### src/rtl/vga_source_sel_pkg.sv
// Shared definitions for the VGA source selector: bus layout, FSM codes.
// Bus (38b): vcount[37:27] vsync[26] vblnk[25] hcount[24:14] hsync[13] hblnk[12] rgb[11:0].
package vga_source_sel_pkg;

  localparam int VGA_BUS_SIZE = 38;
  localparam int VGA_RGB_W    = 12;
  localparam int VGA_HBLNK    = 12;
  localparam int VGA_VBLNK    = 25;

  localparam logic [1:0] ST_IDLE    = 2'd0;
  localparam logic [1:0] ST_PENDING = 2'd1;
  localparam logic [1:0] ST_BLANK   = 2'd2;

  typedef logic [VGA_BUS_SIZE-1:0] vga_bus_t;

  // Zero the colour field during blanking or when forced dark;
  // sync and count fields pass through untouched.
  function automatic vga_bus_t vga_gate_rgb(
    input vga_bus_t bus,
    input logic     force_dark
  );
    vga_bus_t r;
    r = bus;
    if (force_dark || bus[VGA_HBLNK] || bus[VGA_VBLNK])
      r[VGA_RGB_W-1:0] = '0;
    return r;
  endfunction

endpackage

### src/rtl/vga_source_sel_frame_edge.sv
// Frame boundary detector: registers vblnk and flags its rising edge.
// Reusable by any block that needs a per-frame strobe.
module vga_frame_edge (
  input  logic clk_i,
  input  logic rst_i,
  input  logic vblnk_i,
  output logic edge_o
);

  logic vblnk_q;

  // Remember last cycle's vblnk so a 0->1 transition can be seen.
  always_ff @(posedge clk_i) begin
    if (rst_i) vblnk_q <= 1'b0;
    else       vblnk_q <= vblnk_i;
  end

  assign edge_o = vblnk_i & ~vblnk_q;

endmodule

### src/rtl/vga_source_sel.sv
// Frame-synchronous N-way VGA bus selector with a registered output.
// Optional macro VGA_SEL_BLANK_EN: darken RGB for one frame after a switch.
module vga_source_sel
  import vga_source_sel_pkg::*;
#(
  parameter int N_SRC       = 2,
  parameter int SEL_W       = 3,
  parameter int DEFAULT_SRC = 0
) (
  input  logic                          pclk,
  input  logic                          rst,
  input  logic [N_SRC*VGA_BUS_SIZE-1:0] vga_in,
  input  logic [SEL_W-1:0]              sel_req,
  input  logic                          sel_req_valid,
  output logic [VGA_BUS_SIZE-1:0]       vga_out,
  output logic [SEL_W-1:0]              sel_active,
  output logic                          switch_pending,
  output logic                          sel_err,
  output logic                          frame_start
);

  localparam int              N_ENT   = 1 << SEL_W;
  localparam logic [SEL_W:0]  N_SRC_W = (SEL_W+1)'(N_SRC);
  localparam logic [SEL_W-1:0] DEF_SEL = SEL_W'(DEFAULT_SRC);

  // Unpack the inputs; unused select codes read as an all-zero bus.
  vga_bus_t src [N_ENT];

  for (genvar k = 0; k < N_ENT; k++) begin : g_src
    if (k < N_SRC) begin : g_in
      assign src[k] = vga_in[k*VGA_BUS_SIZE +: VGA_BUS_SIZE];
    end else begin : g_pad
      assign src[k] = '0;
    end
  end

  logic [1:0]       state_q, state_d;
  logic [SEL_W-1:0] pend_q, pend_d;
  logic [SEL_W-1:0] act_q, act_d;
  logic             swp_q, swp_d;
  logic             err_q, fs_q;
  vga_bus_t         out_q;

  vga_bus_t act_bus;
  logic     boundary;
  logic     in_range;
  logic     req_ok;
  logic     req_bad;
  logic     force_dark;

  assign act_bus  = src[act_q];
  assign in_range = ({1'b0, sel_req} < N_SRC_W);
  assign req_ok   = sel_req_valid & in_range;
  assign req_bad  = sel_req_valid & ~in_range;

  // Never reached unless the blanking state is built in.
  assign force_dark = (state_q == ST_BLANK);

  vga_frame_edge u_edge (
    .clk_i   (pclk),
    .rst_i   (rst),
    .vblnk_i (act_bus[VGA_VBLNK]),
    .edge_o  (boundary)
  );

  // Request capture and frame-aligned switch sequencing.
  always_comb begin
    state_d = state_q;
    pend_d  = pend_q;
    act_d   = act_q;
    swp_d   = swp_q;
    case (state_q)
      ST_IDLE: begin
        if (req_ok && sel_req != act_q) begin
          pend_d  = sel_req;
          swp_d   = 1'b1;
          state_d = ST_PENDING;
        end
      end
      ST_PENDING: begin
        if (req_ok) pend_d = sel_req;
        if (boundary) begin
          act_d = req_ok ? sel_req : pend_q;
          swp_d = 1'b0;
`ifdef VGA_SEL_BLANK_EN
          state_d = ST_BLANK;
`else
          state_d = ST_IDLE;
`endif
        end
      end
`ifdef VGA_SEL_BLANK_EN
      ST_BLANK: begin
        if (req_ok) begin
          pend_d = sel_req;
          swp_d  = (sel_req != act_q);
        end
        if (boundary)
          state_d = swp_d ? ST_PENDING : ST_IDLE;
      end
`endif
      default: state_d = ST_IDLE;
    endcase
  end

  // State registers and the one-cycle registered output stage.
  always_ff @(posedge pclk) begin
    if (rst) begin
      state_q <= ST_IDLE;
      pend_q  <= DEF_SEL;
      act_q   <= DEF_SEL;
      swp_q   <= 1'b0;
      err_q   <= 1'b0;
      fs_q    <= 1'b0;
      out_q   <= '0;
    end else begin
      state_q <= state_d;
      pend_q  <= pend_d;
      act_q   <= act_d;
      swp_q   <= swp_d;
      err_q   <= req_bad;
      fs_q    <= boundary;
      out_q   <= vga_gate_rgb(act_bus, force_dark);
    end
  end

  assign vga_out        = out_q;
  assign sel_active     = act_q;
  assign switch_pending = swp_q;
  assign sel_err        = err_q;
  assign frame_start    = fs_q;

endmodule

### config.mk
export PLATFORM = sky130hd
export DESIGN_NAME = vga_source_sel
export DESIGN_NICKNAME = d
export VERILOG_FILES = /design/src/rtl/vga_source_sel_pkg.sv /design/src/rtl/vga_source_sel_frame_edge.sv /design/src/rtl/vga_source_sel.sv
export SDC_FILE = /design/constraint.sdc
export NUM_CORES = 1
export LEC_CHECK = 0
export CAP_MARGIN = 20
export CORE_AREA = 2 2 71 73
export CTS_BUF_LIST = sky130_fd_sc_hd__clkbuf_8
export DETAILED_ROUTE_END_ITERATION = 6
export DIE_AREA = 0 0 73 75
export GPL_TIMING_DRIVEN = 0
export PLACE_DENSITY = 0.95
export SETUP_SLACK_MARGIN = 0.2
export SYNTH_ARGS = -nofsm -noshare
export SYNTH_HDL_FRONTEND = slang
export SYNTH_SLANG_ARGS = --single-unit
export TNS_END_PERCENT = 100
### constraint.sdc
create_clock -name pclk -period 4.1 [get_ports pclk]
set_input_delay 0.82 -clock pclk [delete_from_list [all_inputs] [get_ports pclk]]
set_output_delay 0.82 -clock pclk [all_outputs]
set_load 0.02 [all_outputs]
# --- After elaboration in Yosys (flattened, before gate mapping) ---
# Cells that the tools add are included.
op_classes:
  addsub: 0
  n_div: 0
  n_lt_le_gt_ge: 2
  n_bitwise: 6
  n_reduce_logical: 10
  mul: 0
  n_shift: 0
  eq_ne: 5
  muxes: 12
ops:
  columns: ["op", "count"]
  rows:
  - ["$bmux 38 s3", 1]
  - ["$mux 38", 2]
  - ["$mux 3", 2]
  - ["$pmux 3 s2", 1]
  - ["$reduce_and 2->1", 3]
  - ["$ge 4x4->1 const B", 1]
  - ["$mux 2", 2]
  - ["$ne 2x2->1 const B", 2]
  - ["$not 3->4", 1]
  - ["$pmux 2 s2", 1]
  - ["$and 1x1->1", 3]
  - ["$lt 3x2->1 const B", 1]
  - ["$ne 3x3->1", 1]
  - ["$reduce_and 3->1", 1]
  - ["$eq 2x1->1 const B", 1]
  - ["$eq 2x2->1 const B", 1]
  - ["$logic_not 2->1", 1]
  - ["$logic_or 1x1->1", 2]
  - ["$mux 1", 2]
  - ["$not 1->1", 2]
  - ["$pmux 1 s2", 1]
  - ["$reduce_bool 2->1", 1]
  - ["$reduce_or 2->1", 1]
  - ["$logic_and 1x1->1", 1]
totals:
  in_bits: 82
  wordCells: 44
  ramBits: 0
  output_inout_bits: 44
  memories: 0
  ff_bits: 50
  latch_bits: 0
  mem_bits_ro: 0

# --- Longest topological paths before layout ---
# Gate-level depths: netlist (run 1).
logic_depth:
  word_depth: 7
  depth_mapped: 6
  mapped_depth_nobuf: 4

# --- Modules after synthesis ---
# Synthesis (run 1) repeated with hierarchy kept, for this count alone.
unflattened:
  cells_unflattened: 169
  hier_area_um2: 1774.2
modules_own_cells:
  columns: ["mod", "area_per_inst_um2", "cells_per_inst", "instances", "seq_area_each_um2"]
  rows:
  - ["vga_source_sel", 1726.7, 166, 1, 940.9]
  - ["vga_frame_edge", 47.5, 3, 1, 20.0]

# --- Worst setup path before layout (run 1) ---
# Ideal clock, no wire load.
synth_path:
  path_type: "in2reg"
  start: "in sel_req[2]"
  end: "reg pend_q[0]"
  setup_time_ns: 0.114
  required_time_ns: 3.986
  slack_ns: 2.251
  n_path_buf: 1
  t_arrival_ns: 1.735
  cell_stages: 5
  path_cell_list: "or3b_1 > buf_2 > a41oi_2 > mux2i_1 > nor2_1"
synth_via:
  elab_chain_cells: 5
  elab_cells_between_ends: 8
  cone_classes: "1 x order compare; 2 x eq/ne; 2 x mux; 1 x bitwise; 2 x reduce/logical"
synth_lines:
  columns: ["item", "line_no", "rtl"]
  rows:
  - ["start, declared", "vga_source_sel.sv:13", "input logic [SEL_W-1:0] sel_req,"]
  - ["$lt 3x2->1", "vga_source_sel.sv:52", "assign in_range = ({1'b0, sel_req} < N_SRC_W);"]
  - ["$and 1x1->1", "vga_source_sel.sv:53", "assign req_ok = sel_req_valid & in_range;"]
  - ["$logic_and 1x1->1", "vga_source_sel.sv:74", "if (req_ok && sel_req != act_q) begin"]
  - ["$ne 2x2->1 (no source line)", null, null]
  - ["$reduce_and 2->1 (no source line)", null, null]
  - ["end signal, assigned", "vga_source_sel.sv:118", "pend_q <= pend_d;"]
  - ["end, declared", "vga_source_sel.sv:38", "logic [SEL_W-1:0] pend_q, pend_d;"]
# Several ways; a longest one is shown, not always the timed one.
# A chain may end at the register's enable or synchronous reset.

# --- Worst setup path after layout (run 1) ---
layout_path:
  start: "reg out_q[25], in the netlist vga_out[25]"
  end: "out vga_out[25]"
layout_rtl:
  columns: ["item", "line_no", "rtl"]
  rows:
  - ["start, declared", "vga_source_sel.sv:42", "vga_bus_t out_q;"]
  - ["start signal, assigned", "vga_source_sel.sv:123", "out_q <= vga_gate_rgb(act_bus, force_dark);"]
  - ["end, declared", "vga_source_sel.sv:15", "output logic [VGA_BUS_SIZE-1:0] vga_out,"]
# No word-level cell between the ends.

==> impl_results.md, run 1 <==
- Outcome: complete, no violations
- Cell variety after synth: 23
- Net count, final: 377
- Post-synthesis net count: 246
- GP Congestion: 0.697
- Max Freq: 452 MHz
- Via/cell ratio: 4.62
- Crit path DAT: 1390 ps
- Port Buffers: 124
- Post-layout min period: 2210 ps
- Row count: 25
- Critical Path RT: 3280 ps
- Synth Instances: 164
- Area after DPL: 3060 um^2
- # H-tree levels: 2
- Yosys warns: 0
- DRT antenna net count: 0
- Congestion Overflow GR: 0
- Final Power: 0.972 mW
- CP endpoint kind: output port
- Post-route insts no fill: 350
- Setup WS pre-CTS: 1720 ps
- Routed len/inst: 13.1 um
- Hold Path Class: reg -> reg
- Peak supply drop: 190 uV
- Fin util: 67.8%
- Sink Count: 47
- Final Worst Setup Slack: 1890 ps
- Hpwl dp: 3700 um
- Mapped Avg Cell Area: 10.7 um^2
- Post-synthesis async set-or-reset flop share: 0%
- CP max stage cell: clkdlybuf4s50_1
- Fin Setup TNS: 0 ps
- Largest net degree at the start of global routing: 14
- CTS Hold Buffers Added: 0
- Period utilization: 54.0%
- Residual DRC: 0
- First-pass GRT wire length: 7340 um
- RSZ-0062 raised after global routing: false
- Fin. max-slew vios: 0
- Commonest non-fill, non-tap cell in the layout: clkdlybuf4s50_1
- CP Cell Sequence: buf_4, clkdlybuf4s50_1
- Vias in the first global route: 1,728
- CP max stage delay: 590 ps
- Top_reg_cell synth: dfxtp_1
- Core area: 4660 um^2
- Number of inserted diodes: 0
- Vias: 1,617
- Post-CTS Resized: 0
- Die area: 5480 um^2
- Layout area overhead: 80.4%
- Register area share after synthesis: 53.7%
- CP startpoint kind: flip-flop
- Static Leak: 1.18 nW
- Placed cells: 342
- Synthesized cell area: 1750 um^2
- Cts bufs inserted: 5
- Max_slew headroom: 71.3%
- Synthesis-stage register bit count: 47
- Reg clk slew, reported paths: 80 ps
- Commonest cells after routing, fill and taps aside: clkdlybuf4s50_1 (124), dfxtp_1 (47), nor2_1 (45)
- Worst-Skew Late Latency: 290 ps
- Starting DRT DRC Count: 38
- Worst Hold Slack: 475 ps
- CP Class: reg -> out
- Io pins: 126
- GR Util All Layers: 17.2%
- EDFF count, synth: 0
- Final setup fails: 0
- Initial Util: 37.6%
- Layout cell share with drive strength beyond 1: 6.76%
- Post-Route WL: 4570 um
- CTS tree: yes
- Post-Layout Inst Area: 3160 um^2
- Post-CTS Setup Repair Bufs: 0
- Clk root buf: clkbuf_8
- Pwr dens: 307 nW/um^2
- TritonRoute pass-1 iters: 4
- Crit path max fanout: 4
- Die width: 73 um
- Clock Skew: 7.04 ps
- Antenna violations before repair: 0
- Max Cap Viol: 0
- Clk buf depth: 2
- Hold Vio Cnt, Final: 0
- Die Y: 75 um
- Slew of the pin with the lowest slew margin: 429 ps
==> synth_stat cells, types with 2 or more instances <==
cell / count / share of area, %
dfxtp_1: 47 / 54
xnor2_1: 3 / 1.5
nor2_1: 45 / 9.6
mux2i_1: 40 / 23
buf_4: 2 / 0.86
buf_2: 6 / 1.7
and2_1: 2 / 0.71
buf_6: 2 / 1.3
clkbuf_1: 2 / 0.43
a31oi_1: 2 / 0.71
==> worst max-delay path, delay by kind of cell (launching register included) <==
kind	cells	cell delay (ps)
buf+inv	2	710
flops	1	390
==> state kept, by name, indices dropped and copies added (netlist names) <==
name / flops
frame_start: 1
pend_q: 3
switch_pending: 1
sel_err: 1
vga_out: 38
sel_active: 3
==> logic make-up after synthesis <==
group | share of synthesized area, %
muxes | 22.8
DFF | 53.7
buffers and inverters | 4.50
AOI/OAI and AO/OA | 3.21
and+or+nand+nor | 14.3
xor gates and xnor gates | 1.50
==> cell type report <==
type,count,area [um^2]
plain buffers,12,75.1
multi-input cells,104,733
fillers,380,1500
clock buffers,7,96.3
clock inverters,1,3.75
flip-flops and latches,47,941
well taps,54,67.6
inverters,1,3.75
repair buffers,124,1240
==> power breakdown <==
part | internal, mW | total, mW | leakage [nW] | switching [mW]
Sequential | 0.477 | 0.483 | 0.387 | 0.00587
Clock | 0.151 | 0.292 | 0.0557 | 0.140
Combinational | 0.124 | 0.197 | 0.736 | 0.0738
Total | 0.752 | 0.972 | 1.18 | 0.220
==> final timing paths <==
kind / cells after the start / slack (ps) / endpoint / from
worst max register to register: 6 / 2620 / vga_out[5]$_SDFF_PP0_ / sel_active[0]$_SDFFE_PP0P_
worst min register to register: 1 / 470 / pend_q[2]$_SDFFE_PP0P_ / pend_q[2]$_SDFFE_PP0P_
worst min-delay path: 1 / 470 / pend_q[2]$_SDFFE_PP0P_ / pend_q[2]$_SDFFE_PP0P_
worst max-delay path: 2 / 1890 / vga_out[25] / vga_out[25]$_SDFF_PP0_
==> metal layers <==
metal,global-route usage [%],share of wire [%]
met5,0,0
met4,5.76,1.4
met3,6.16,7.6
met2,33.2,55
met1,17.0,36
Note: power is estimated with default switching activity, not from simulation.
==> run 2: changes to the inputs <==
--- a/config.mk
+++ b/config.mk
@@ -6,12 +6,12 @@
 export NUM_CORES = 1
 export LEC_CHECK = 0
 export CAP_MARGIN = 20
-export CORE_AREA = 2 2 71 73
+export CORE_AREA = 2 2 74 76
 export CTS_BUF_LIST = sky130_fd_sc_hd__clkbuf_8
 export DETAILED_ROUTE_END_ITERATION = 6
-export DIE_AREA = 0 0 73 75
+export DIE_AREA = 0 0 76 78
 export GPL_TIMING_DRIVEN = 0
-export PLACE_DENSITY = 0.95
+export PLACE_DENSITY = 0.89
 export SETUP_SLACK_MARGIN = 0.2
 export SYNTH_ARGS = -nofsm -noshare
 export SYNTH_HDL_FRONTEND = slang
==> constraint.sdc (replaced) <==
create_clock -name pclk -period 2.2 [get_ports pclk]
set_input_delay 0.44 -clock pclk [delete_from_list [all_inputs] [get_ports pclk]]
set_output_delay 0.44 -clock pclk [all_outputs]
set_load 0.02 [all_outputs]
==> impl_results.md, run 2 (synthesis results as in run 1) <==
- Period utilization: 83.2%
- Combinational fraction of design power: 20.2% (about the same)
- Delay-heaviest family, CP: buffers and inverters
- Layout cell share with drive strength beyond 1: 6.76% (unchanged)
- Outcome: complete, no violations
- Post-Route WL: 4560 um (-0.22%)
- CP Cell Sequence: buf_4, clkdlybuf4s50_1
- CP endpoint kind: output port
- Number of flip-flops in the largest register: 38 (unchanged)
- Max Freq: 546 MHz
- CP startpoint kind: flip-flop
- Row count: 26 (+4.0%)
- Fin. max-slew vios: 0 (unchanged)
- Starting DRT DRC Count: 33 (-13%)
- Hpwl dp: 3720 um (+0.69%)
- GR Util All Layers: 16.2% (-1.1 points)
- Die width: 76 um (+4.1%)
- Hold Path Class: in -> reg
- Io pins: 126 (unchanged)
- Crit path max fanout: 4 (unchanged)
- Commonest cells after routing, fill and taps aside: clkdlybuf4s50_1 (124), dfxtp_1 (47), nor2_1 (45)
- Post-layout min period: 1830 ps
- Final setup fails: 0 (unchanged)
- First-pass GRT wire length: 7620 um (+3.8%)
- Sw frac: 22.9% (+0.24 points)
- Number of inserted diodes: 0 (unchanged)
- Pwr dens: 571 nW/um^2 (+86%)
- CTS Hold Buffers Added: 0 (unchanged)
- Peak supply drop: 441 uV (+130%)
- Crit path DAT: 1390 ps (about the same)
- Via/cell ratio: 4.38 (-5.2%)
- Post-CTS Setup Repair Bufs: 0 (unchanged)
- Max Cap Viol: 0 (unchanged)
- TritonRoute pass-1 iters: 2 (-2)
- Post-Layout Inst Area: 3180 um^2 (+0.63%)
- Critical Path RT: 1760 ps (-1520 ps)
- Vias: 1,603 (-0.87%)
- CP max stage delay: 590 ps (about the same)
- Initial Util: 34.8% (-2.8 points)
- Net count, final: 377 (unchanged)
- Largest net degree at the start of global routing: 14 (unchanged)
- GP Congestion: 0.731 (+4.9%)
- CTS tree: yes
- Layout area overhead: 81.5%
- Routed len/inst: 12.5 um (-4.6%)
- Clock Skew: 3.64 ps (-3.41 ps)
- Clk buf depth: 2 (unchanged)
- Fin Setup TNS: 0 ps (unchanged)
- # H-tree levels: 2 (unchanged)
- RSZ-0062 raised after global routing: false
- Port Buffers: 124 (unchanged)
- Sink Count: 47 (unchanged)
- Die area: 5930 um^2 (+8.3%)
- Residual DRC: 0 (unchanged)
- Worst-Skew Late Latency: 290 ps (about the same)
- Static Leak: 1.18 nW (unchanged)
- Vias in the first global route: 1,645 (-4.8%)
- Antenna violations before repair: 0 (unchanged)
- Commonest non-fill, non-tap cell in the layout: clkdlybuf4s50_1
- Post-CTS Resized: 0 (unchanged)
- Max_slew headroom: 72.7% (+1.4 points)
- Slew of the pin with the lowest slew margin: 409 ps (-20.2 ps)
- Congestion Overflow GR: 0 (unchanged)
- Int Power: 1.40 mW (+86%)
- Clock power share: 30.3% (+0.3 points)
- Area after DPL: 3080 um^2 (+0.65%)
- P_sw: 0.416 mW (+89%)
- CP Class: reg -> out
- Clk root buf: clkbuf_8
- DRT antenna net count: 0 (unchanged)
- Reg clk slew, reported paths: 80 ps (about the same)
- Fill cells: 412 (+8.4%)
- Core area: 5040 um^2 (+8.2%)
- Die Y: 78 um (+4.0%)
- Sequential power share: 49.5% (-0.2 points)
- Buf+Inv Stages, Crit Path: 2 (unchanged)
- Hold Vio Cnt, Final: 0 (unchanged)
- CP max stage cell: clkdlybuf4s50_1
- Cts bufs inserted: 5 (unchanged)
## run 2: metal layers
| layer | global-route usage (%) | routed length [um] |
|---|---|---|
| met5 | 0 | 0 |
| met4 | 6.00 | 95 |
| met3 | 6.63 | 434 |
| met2 | 29.6 | 2360 |
| met1 | 16.5 | 1670 |
## run 2: path summary, 6_finish.rpt
check | depth (start not counted) | slack, ps | startpoint | end
min reg2reg | 1 | 470 | pend_q[2]$_SDFFE_PP0P_ | pend_q[2]$_SDFFE_PP0P_
max | 2 | 370 | vga_out[25]$_SDFF_PP0_ | vga_out[25]
max reg2reg | 6 | 690 | sel_active[0]$_SDFFE_PP0P_ | vga_out[2]$_SDFF_PP0_
min | 2 | 340 | rst | switch_pending$_SDFFE_PP0P_
## run 2: stage by stage
step / total power, mW / std cells / hold WS [ps] / utilization, % / setup slack (ps)
floorplan: 1.05 / 164 / 430 / - / 731
global placement: 1.28 / 358 / 444 / 61.1 / 212
detailed placement: 1.29 / 358 / 446 / 61.1 / 209
CTS: 1.84 / 366 / 338 / 63.1 / 356
global route: 1.90 / 366 / 345 / 63.1 / 313
finish: 1.82 / 366 / 344 / 63.1 / 369
## run 2: power by group through the flow
| stage | clock network [mW] | logic (mW) | registers [mW] |
|---|---|---|---|
| 3_5_place_dp | 0 | 0.371 | 0.919 |
| 2_1_floorplan | 0 | 0.0868 | 0.967 |
| 6_report | 0.551 | 0.367 | 0.899 |
| 3_3_place_gp | 0 | 0.364 | 0.918 |
| 5_1_grt | 0.601 | 0.395 | 0.903 |
| 4_1_cts | 0.570 | 0.373 | 0.899 |
## run 2: layout make-up
cell class	instances	area (um^2)	share of cell area [%]
repair buffers	124	1240	39.0
flip-flops and latches	47	941	29.6
multi-input cells	104	733	23.0
clock buffers	7	96.3	3.03
well taps	70	87.6	2.75
plain buffers	12	75.1	2.36
clock inverters	1	3.75	0.118
inverters	1	3.75	0.118
==> run 3: changes to the inputs <==
--- a/config.mk
+++ b/config.mk
@@ -6,12 +6,12 @@
 export NUM_CORES = 1
 export LEC_CHECK = 0
 export CAP_MARGIN = 20
-export CORE_AREA = 2 2 74 76
+export CORE_AREA = 2 2 78 80
 export CTS_BUF_LIST = sky130_fd_sc_hd__clkbuf_8
 export DETAILED_ROUTE_END_ITERATION = 6
-export DIE_AREA = 0 0 76 78
+export DIE_AREA = 0 0 80 82
 export GPL_TIMING_DRIVEN = 0
-export PLACE_DENSITY = 0.89
+export PLACE_DENSITY = 0.85
 export SETUP_SLACK_MARGIN = 0.2
 export SYNTH_ARGS = -nofsm -noshare
 export SYNTH_HDL_FRONTEND = slang
==> constraint.sdc (replaced) <==
create_clock -name pclk -period 1.5 [get_ports pclk]
set_input_delay 0.3 -clock pclk [delete_from_list [all_inputs] [get_ports pclk]]
set_output_delay 0.3 -clock pclk [all_outputs]
set_load 0.02 [all_outputs]
==> impl_results.md, run 3 (synthesis results as in run 1) <==
- Outcome: complete, no violations
- Buf+Inv Stages, Crit Path: 1 (-1)
- Fin Setup TNS: 0 ps (unchanged)
- Hold Vio Cnt, Final: 0 (unchanged)
- Delay-heaviest family, CP: simple AND/OR/NAND/NOR gates
- CP endpoint kind: flip-flop
- CP startpoint kind: flip-flop
- Sequential power share: 49.1% (-0.4 points)
- GP Congestion: 0.711 (-2.7%)
- Placed cells: 363 (+1.4%)
- Commonest non-fill, non-tap cell in the layout: clkdlybuf4s50_1
- Area after DPL: 3120 um^2 (+1.2%)
- P_sw: 0.639 mW (+54%)
- Clock power share: 30.6% (+0.3 points)
- First-pass GRT wire length: 7220 um (-5.3%)
- CP max stage cell: dfxtp_4
- Hold Path Class: in -> reg
- Starting DRT DRC Count: 28 (-15%)
- Cts bufs inserted: 5 (unchanged)
- Static Leak: 1.41 nW (+20%)
- DRT antenna net count: 0 (unchanged)
- Post-layout min period: 1380 ps
- CP Class: reg -> reg
- Worst hold start: rst
- Commonest cells after routing, fill and taps aside: clkdlybuf4s50_1 (77), dfxtp_1 (43), dlygate4sd2_1 (40)
- Reg2Reg Depth: 5 (-1)
- Crit path max fanout: 5 (+1)
- Post-Route WL: 4890 um (+7.2%)
- Vias: 1,682 (+4.9%)
- Die area: 6560 um^2 (+11%)
- WHS Path Cells: 2 (unchanged)
- Worst r2r src: sel_active[2]$_SDFFE_PP0P_
- Reg clk slew, reported paths: 90 ps (about the same)
- Fin util: 57.9% (-5.2 points)
- Die width: 80 um (+5.3%)
- Period utilization: 91.8%
- Via/cell ratio: 4.45 (+1.6%)
- GR Util All Layers: 14.4% (-1.8 points)
- Io pins: 126 (unchanged)
- Worst Hold Path EP: sel_active[0]$_SDFFE_PP0P_
- Residual DRC: 0 (unchanged)
- Post-Layout Inst Area: 3330 um^2 (+4.6%)
- Max Cap Viol: 0 (unchanged)
- Vias in the first global route: 1,647 (+0.12%)
- CP max stage delay: 370 ps (-220 ps)
- CP Cell Sequence: nor2_1, nor4b_4, buf_4, a31oi_2, nor2_1
- Layout cell share with drive strength beyond 1: 18.2% (+11 points)
- Post-route insts no fill: 378 (+3.3%)
- FF-to-FF End: sel_active[1]$_SDFFE_PP0P_
- Antenna violations before repair: 0 (unchanged)
- Pwr dens: 804 nW/um^2 (+41%)
- RSZ-0062 raised after global routing: true
- Net count, final: 384 (+1.9%)
- CTS tree: yes
- Final Power: 2.68 mW (+47%)
- Sw frac: 23.9% (+0.99 points)
- Row count: 28 (+7.7%)
- Cell mode on critical path: nor2_1
- Congestion Overflow GR: 0 (unchanged)
- Worst-Skew Late Latency: 290 ps (about the same)
- Hpwl dp: 3830 um (+3.0%)
- Worst Hold Slack: 199 ps (-146 ps)
- Critical Path RT: 1730 ps (-30 ps)
- Routed len/inst: 12.9 um (+3.8%)
- Slew of the pin with the lowest slew margin: 323 ps (-85.9 ps)
- TritonRoute pass-1 iters: 4 (+2)
- Fin. max-slew vios: 0 (unchanged)
- Setup slack, reg-to-reg: 120 ps (-570 ps)
- Crit path DAT: 1610 ps (+220 ps)
- Final Worst Setup Slack: 123 ps (-246 ps)
- Max_slew headroom: 78.4% (+5.6 points)
- Number of inserted diodes: 0 (unchanged)
- Port Buffers: 124 (unchanged)
- Number of flip-flops in the largest register: 38 (unchanged)
- Final setup fails: 0 (unchanged)
- Clock Skew: 8.62 ps (+4.98 ps)
- Int Power: 2.04 mW (+45%)
- Core area: 5750 um^2 (+14%)
- Die Y: 82 um (+5.1%)
- Setup WS pre-CTS: -364 ps (-573 ps)
- Layout area overhead: 89.9%
- Initial Util: 30.5% (-4.3 points)
- Clk buf depth: 2 (unchanged)
- Clk root buf: clkbuf_8
- # H-tree levels: 2 (unchanged)
- Combinational fraction of design power: 20.3% (about the same)
- Sink Count: 47 (unchanged)
- Peak supply drop: 450 uV (+2.1%)
- Largest net degree at the start of global routing: 14 (unchanged)
- Max Freq: 726 MHz
[run 3: cell types whose count changed in the layout (fill, tap and decap cells not counted), moves of 5 or more]
cell,before,now
dlygate4sd2_1,0,40
nor2_1,45,35
clkdlybuf4s50_1,124,77
buf_6,2,10
buf_4,2,7
nor2_2,0,10
[run 3: worst max path at each step]
| stage | start | endpoint | depth (start not counted) | slack, ps |
|---|---|---|---|---|
| after floorplan | sel_req[2] | pend_q[0]$_SDFFE_PP0P_ | 5 | 170 |
| after global placement | sel_req[2] | pend_q[0]$_SDFFE_PP0P_ | 6 | -350 |
| after detailed placement | sel_req[2] | pend_q[0]$_SDFFE_PP0P_ | 6 | -360 |
| after CTS | sel_active[2]$_SDFFE_PP0P_ | sel_active[0]$_SDFFE_PP0P_ | 4 | 40 |
| after global routing | sel_active[0]$_SDFFE_PP0P_ | sel_active[1]$_SDFFE_PP0P_ | 6 | 60 |
| final | sel_active[2]$_SDFFE_PP0P_ | sel_active[1]$_SDFFE_PP0P_ | 5 | 120 |
[run 3: layout make-up]
cell class	instances	area, um^2
Inverter	1	3.75
Sequential cell	47	951
Buffer	12	115
Timing Repair Buffer	131	1240
Fill cell	537	2420
Tap cell	75	93.8
Clock inverter	1	3.75
Clock buffer	7	96.3
Multi-Input combinational cell	104	822
[run 3: layer usage]
layer,vias up,GRT usage [%],routed length (um)
met1,773,13.2,1650
met4,0,4.41,64
met2,81,28.2,2650
li1,821,-,-
met3,7,6.37,518
met5,-,0,0
[run 3: repair_timing]
item | 4_1_cts | 5_1_grt
resized for setup | 61 | 31
pin swaps | 3 | 7
setup buffers | 3 | 3
gates cloned | 1 | 0
setup endpoints to repair | 82 | 42
hold buffers | 0 | 0
[run 3: power groups by stage]
| stage | clock network [mW] | registers (mW) | logic [mW] |
|---|---|---|---|
| after floorplan | 0 | 1.42 | 0.132 |
| after global placement | 0 | 1.35 | 0.541 |
| after detailed placement | 0 | 1.35 | 0.551 |
| after CTS | 0.842 | 1.32 | 0.523 |
| after global routing | 0.881 | 1.32 | 0.581 |
| final | 0.820 | 1.31 | 0.543 |
